$ cat config.mk
export PLATFORM = sky130hd
export DESIGN_NAME = mc_run_scheduler
export DESIGN_NICKNAME = d
export VERILOG_FILES = /design/src/rtl/mc_run_scheduler.sv
export SDC_FILE = /design/constraint.sdc
export NUM_CORES = 1
export LEC_CHECK = 0
export ABC_CLOCK_PERIOD_IN_PS = 2200
export BUFFER_PORTS_ARGS = -buffer_cell sky130_fd_sc_hd__buf_2
export CAP_MARGIN = 15
export CORE_ASPECT_RATIO = 0.6
export CORE_MARGIN = 8
export CORE_UTILIZATION = 30
export DETAILED_ROUTE_END_ITERATION = 10
export PLACE_DENSITY_LB_ADDON = 0.05
export RECOVER_POWER = 50
export SLEW_MARGIN = 20
export SYNTH_ARGS = -nofsm -noshare
export SYNTH_HDL_FRONTEND = slang
export SYNTH_SLANG_ARGS = --single-unit
$ cat constraint.sdc
create_clock -name clk -period 2.2 [get_ports clk]
set_clock_uncertainty 0.1 [all_clocks]
set_input_delay 0.11 -clock clk [delete_from_list [all_inputs] [get_ports clk]]
set_output_delay 0.11 -clock clk [all_outputs]
set_load 0.005 [all_outputs]
$ cat src/rtl/mc_run_scheduler.sv
// Monte-Carlo run scheduler: sequences LFSR seeding/advance and engine sample
// requests for N iterations, counts hits, and handles abort and engine timeout.
module mc_run_scheduler #(
    parameter int unsigned WIDTH   = 8,
    parameter int unsigned TIMEOUT = 16
) (
    input  logic             clk,
    input  logic             rst,
    input  logic             start_valid,
    output logic             start_ready,
    input  logic [WIDTH-1:0] num_of_iterations,
    input  logic             abort,
    output logic             load_seed,
    output logic             enable_rand,
    output logic             eng_req,
    input  logic             eng_ack,
    input  logic             eng_hit,
    output logic             busy,
    output logic             done,
    output logic [WIDTH-1:0] result,
    output logic             result_valid,
    output logic             aborted,
    output logic             timeout_err
);

    localparam int unsigned WAIT_W = (TIMEOUT > 1) ? $clog2(TIMEOUT) : 1;
    localparam logic [WAIT_W-1:0] WAIT_LAST = WAIT_W'(TIMEOUT - 1);

    typedef enum logic [2:0] {
        IDLE,
        SEED,
        CHECK,
        GEN,
        REQ,
        FINISH
    } state_t;

    state_t            r_state;
    logic [WIDTH-1:0]  r_n;
    logic [WIDTH-1:0]  r_iter_cnt;
    logic [WIDTH-1:0]  r_hit_cnt;
    logic [WAIT_W-1:0] r_wait_cnt;
    logic [WIDTH-1:0]  r_result;
    logic              r_result_valid;
    logic              r_aborted;
    logic              r_timeout_err;

    // Abort is only honoured while a run is actively stepping, not in IDLE/FINISH.
    logic w_abort_active;
    assign w_abort_active = abort && (r_state != IDLE) && (r_state != FINISH);

    always_ff @(posedge clk) begin
        if (rst) begin
            r_state        <= IDLE;
            r_n            <= '0;
            r_iter_cnt     <= '0;
            r_hit_cnt      <= '0;
            r_wait_cnt     <= '0;
            r_result       <= '0;
            r_result_valid <= 1'b0;
            r_aborted      <= 1'b0;
            r_timeout_err  <= 1'b0;
        end else if (w_abort_active) begin
            // Abort outranks a same-cycle eng_ack, so that sample is dropped.
            r_aborted <= 1'b1;
            r_state   <= FINISH;
        end else begin
            case (r_state)
                IDLE: begin
                    if (start_valid) begin
                        r_n            <= num_of_iterations;
                        r_iter_cnt     <= '0;
                        r_hit_cnt      <= '0;
                        r_wait_cnt     <= '0;
                        r_result_valid <= 1'b0;
                        r_aborted      <= 1'b0;
                        r_timeout_err  <= 1'b0;
                        r_state        <= SEED;
                    end
                end
                SEED: begin
                    r_state <= CHECK;
                end
                CHECK: begin
                    if (r_iter_cnt == r_n) begin
                        r_state <= FINISH;
                    end else begin
                        r_state <= GEN;
                    end
                end
                GEN: begin
                    r_state <= REQ;
                end
                REQ: begin
                    if (eng_ack) begin
                        r_iter_cnt <= r_iter_cnt + 1'b1;
                        r_hit_cnt  <= r_hit_cnt + WIDTH'(eng_hit);
                        r_wait_cnt <= '0;
                        r_state    <= CHECK;
                    end else if (r_wait_cnt == WAIT_LAST) begin
                        r_timeout_err <= 1'b1;
                        r_wait_cnt    <= '0;
                        r_state       <= FINISH;
                    end else begin
                        r_wait_cnt <= r_wait_cnt + 1'b1;
                    end
                end
                FINISH: begin
                    r_result       <= r_hit_cnt;
                    r_result_valid <= 1'b1;
                    r_state        <= IDLE;
                end
                default: begin
                    r_state <= IDLE;
                end
            endcase
        end
    end

    always_comb begin
        start_ready = (r_state == IDLE);
        busy        = (r_state != IDLE);
        load_seed   = (r_state == SEED);
        enable_rand = (r_state == SEED) || (r_state == GEN);
        eng_req     = (r_state == REQ);
        done        = (r_state == FINISH);
    end

    assign result       = r_result;
    assign result_valid = r_result_valid;
    assign aborted      = r_aborted;
    assign timeout_err  = r_timeout_err;

endmodule
# Yosys cells after proc, flatten, opt, wreduce, memory -nomap -nowiden
# Cells that the tools add are included.
# word_totals
wordCells	70
reg_bits	42
inputBits	14
# op_classes
n_eq_ne	15
n_addsub	3
mux	22
bitwise	1
n_reduce_logical	19
# op_table
op	count
8-bit one-hot mux with 2 select lines	2
8-bit two-way mux	3
3-bit two-way mux	5
3-bit one-hot mux with 5 select lines	1
4-bit two-way mux	3
3-bit AND reduction	3
8-bit by 1-bit adder with 8-bit output	1
8-bit by 1-bit adder with 8-bit output (second input constant)	1
8-bit == test	1
4-bit one-hot mux with 2 select lines	1
2-bit AND reduction	4
2-bit nonzero test	4
3-bit by 2-bit == test with 1-bit output (second input constant)	2
3-bit == test (second input constant)	2
1-bit two-way mux	5
5-bit AND reduction	1
4-bit by 1-bit adder with 4-bit output (second input constant)	1
4-bit == test (second input constant)	1
2-bit by 1-bit inequality test with 1-bit output (second input constant)	2
2-bit inequality test (second input constant)	2
4-bit by 1-bit inequality test with 1-bit output (second input constant)	1
1-bit one-hot mux with 2 select lines	2
4-bit AND reduction	1
3-bit by 1-bit == test with 1-bit output (second input constant)	1
9 further kinds	10

# Logic depth before layout (Yosys ltp)
# depth
word_depth	5
ltp_mapped	6

# Worst setup path before layout
# OpenSTA, ideal clock, no wires.
# synth_timing
path_type	reg-to-reg
start	register r_state[0]
end	register r_hit_cnt[7]
setup_slack_ns	0.556
stages_incl_launch_ff	7
arrival_ns	1.474
path_cell_list	dfxtp_1 -> buf_6 -> or2_1 -> buf_6 -> a211o_1 -> or3_1 -> a21oi_1
# synth_between
elab_chain_cells	5
# synth_lines
element	line_no	source
from (decl)	38	state_t r_state;
from (signal assigned)	54	r_state <= IDLE;
from (signal assigned)	66	r_state <= FINISH;
from (signal assigned)	78	r_state <= SEED;
branches (longest 5 deep; another with 4-bit AND reduction)	-	
to (signal assigned)	97	r_hit_cnt <= r_hit_cnt + WIDTH'(eng_hit);
to (decl)	41	logic [WIDTH-1:0] r_hit_cnt;
# Several ways; the timed one is not identified.
# A chain may end at the register's enable or synchronous reset.

# Worst setup path in the final report
# layout_timing
start	register r_state[2]
end	output port eng_req
# layout_between
elab_chain_cells	1
# layout_lines
element	line_no	source
3-bit == test	125	eng_req = (r_state == REQ);
to (decl)	15	output logic eng_req,
# Every way passes these cells.

==> reports/results.tsv <==
metric	value	unit
Worst VDD drop	0.370	mV
Clock Tree Root	clkbuf_8	
Die W	121	um
Power Dens Cells	759	nW/um^2
number of top-level pins	31	
first-pass GRT wire length	8470	um
worst path required time	1.99	ns
row cnt	23	
post-synthesis xor/xnor area fraction	8.84	%
largest net degree at the start of global routing	19	
routed len/inst	14.2	um
CP Capture Type	primary output	
1st-pass router iterations	4	
Place WS	0.347	ns
RSZ-0062 raised after global routing	no	
share of cells above drive strength 1	11.1	%
Worst Hold Launch	rst	
Core Footprint	6530	um^2
Placed Area	2200	um^2
Hold Vio Cnt, Final	0	
clock sink count	42	
max-slew violation count	0	
Mapped Area	1980	um^2
Crit Path Class	register to primary output	
via count	1674	
routability cong.	0.738	
Distinct cells, synth	41	
Synth Flop Type	dfxtp_1	
H-tree Lvls	2	
IO buf count	30	
r2r endpoint	r_hit_cnt[7]	
Crit path top cell by count	nor2b_1	
crit path buf inv count	1	
Power, Total	0.00180	W
RR Startpoint	r_state[2]	
# DRC	0	
Post-Syn Area per Cell	8.51	um^2
Tightest Pin Transition	0.531	ns
slew margin rel.	64.5	%
post-synthesis net count	251	
fmax	0.519	GHz
number of synthesized flops with an enable pin	0	
Area growth, synth to finish	19.5	%
initial antenna violation count	0	
post-synth top area share	42.4	%
CP peak stage delay	0.58	ns
fin crit period	1.93	ns
Mapped Cells	233	
nets@finish	288	
yosys warns	0	
critical path arrival	1.72	ns
Post-CTS Setup Inserts	0	
async set-reset flop share out of synthesis	0	%
Global Route Usage Sum	11.0	%
Final ANT Viol Nets	0	
# hold bufs at CTS	8	
vias in the first global route	1613	
Chip Height	79.0	um
static leakage	0.979	nW
Period Utilization, post-route	87.6	%
most common cell in the netlist	dfxtp_1	
Reg2Reg Depth	4	
Setup violations, final	0	
Synth area leaders	dfxtp_1 (42%), xor2_1 (7.1%), nand2_1 (6.1%)	
slowest CP cell	dfxtp_1	
Min-Delay Path Class	input port to register	
Design Area, Final	2370	um^2
MaxCap Viol Count	0	
crit-path max FO	14	
setup total negative slack	0	ns
1st-iter DRT viols	74	
Routed WL	5070	um
Die ar.	9550	um^2
GRT Residual Overflow	0	
crit-path cells	nor2b_1 > nor2b_1 > buf_2	
CP startpoint kind	register	
register area share after synthesis	42.4	%
CTS buffer count	5	
Post-Synth Adder-Cell Area	2.53	%
clk slew on worst S/H paths	0.08	ns
R2R Setup Slk	0.32	ns
worst hold stages	2	
main combinational cell family by area after synthesis	simple AND/OR/NAND/NOR gates	
run status	completed	
Synth Register Bits	42	
Synth Area in Compound Gates	15.8	%
DPL Wire Length	3770	um
CTS tree	done	
Via-to-Cell Ratio	4.68	
Initial Utilization	30.3	%
diode count	0	
CTS Buffer Depth	2	
final worst-path setup slack	0.273	ns
mux contribution to synthesized area	3.03	%
CP top delay family	simple AND/OR/NAND/NOR gates	
Post-synth top cells	dfxtp_1 (42), nand2_1 (32), nor2_1 (28)	
Simple-Gate Fraction of Synth Area	22.8	%
leading area contributor after synthesis	dfxtp_1	
Clock Latency Late Sink	0.29	ns
PostCTS Resize Cnt	0	
WHS Endpoint	r_wait_cnt[1]	
-- area by class of cell --
class	instances	area [um^2]
fillers	699	4160
well taps	87	109
clock inverters	3	40.0
repair buffers	43	245
flip-flops and latches	42	841
inverters	4	15.0
multi-input cells	174	1050
clock buffers	5	68.8
-- metrics by stage --
stage	hold slack, ns	util (%)	instances
6_report	0.0961	36.3	358
5_1_grt	0.103	36.3	358
4_1_cts	0.0873	36.6	358
3_5_place_dp	0.258	33.7	342
3_3_place_gp	0.255	33.7	342
2_1_floorplan	0.146	-	233
-- power by group --
group	switching (W)	leakage [nW]	internal, W
clock	0.000281	0.0579	0.000335
sequential	0.0000499	0.340	0.000795
combinational	0.000206	0.580	0.000131
-- sequential cells by signal (all words and copies together), names as in the netlist --
signal and count:
aborted 1, r_hit_cnt 8, r_iter_cnt 8, r_n 8, r_state 3, r_wait_cnt 4, result 8, result_valid 1
timeout_err 1
-- layer usage --
layer	track usage (%)	share of wire [%]	vias to the layer above
met4	2.60	0.79	0
li1	-	-	890
met5	0	0	-
met1	16.7	58	736
met2	14.7	36	43
met3	2.97	5.1	5
-- cells in the final DEF, fill, tap and decap left out, types with 4 or more instances in the layout --
cell type / n
clkbuf_1: 13
buf_2: 17
nand3b_1: 4
nor2_1: 28
nor2b_1: 5
o211ai_1: 4
a21oi_1: 23
inv_1: 4
nand2_1: 32
dfxtp_1: 42
xnor2_1: 4
o21ai_0: 7
ha_1: 4
mux2i_1: 6
dlygate4sd3_1: 8
nand3_1: 8
clkbuf_8: 5
xor2_1: 16
-- worst max path at each step --
stage / slack, ns / from / to / cells after the start
global route: 0.08 / r_state[2] / eng_req / 3
CTS: 0.23 / r_state[2] / eng_req / 3
floorplan: 0.56 / r_state[0] / r_hit_cnt[7] / 6
global placement: 0.38 / r_state[2] / r_wait_cnt[2] / 4
detailed placement: 0.35 / r_state[2] / r_hit_cnt[7] / 4
finish: 0.27 / r_state[2] / eng_req / 3
-- kinds of logic after synthesis --
family,after synthesis
buffers and inverters,17
AO/OA/AOI/OAI,49
flip-flops,42
XOR/XNOR,20
adder cells (fa/ha/maj),4
multiplexers,6
AND/OR/NAND/NOR,95
-- worst reg2reg max path, cell delays in order (launching register included) --
cell	delay, ns
dfxtp_1	0.58
nand3b_1	0.28
a211o_1	0.37
or3_1	0.34
a21oi_1	0.14
Power figures use the tool's default switching activity.
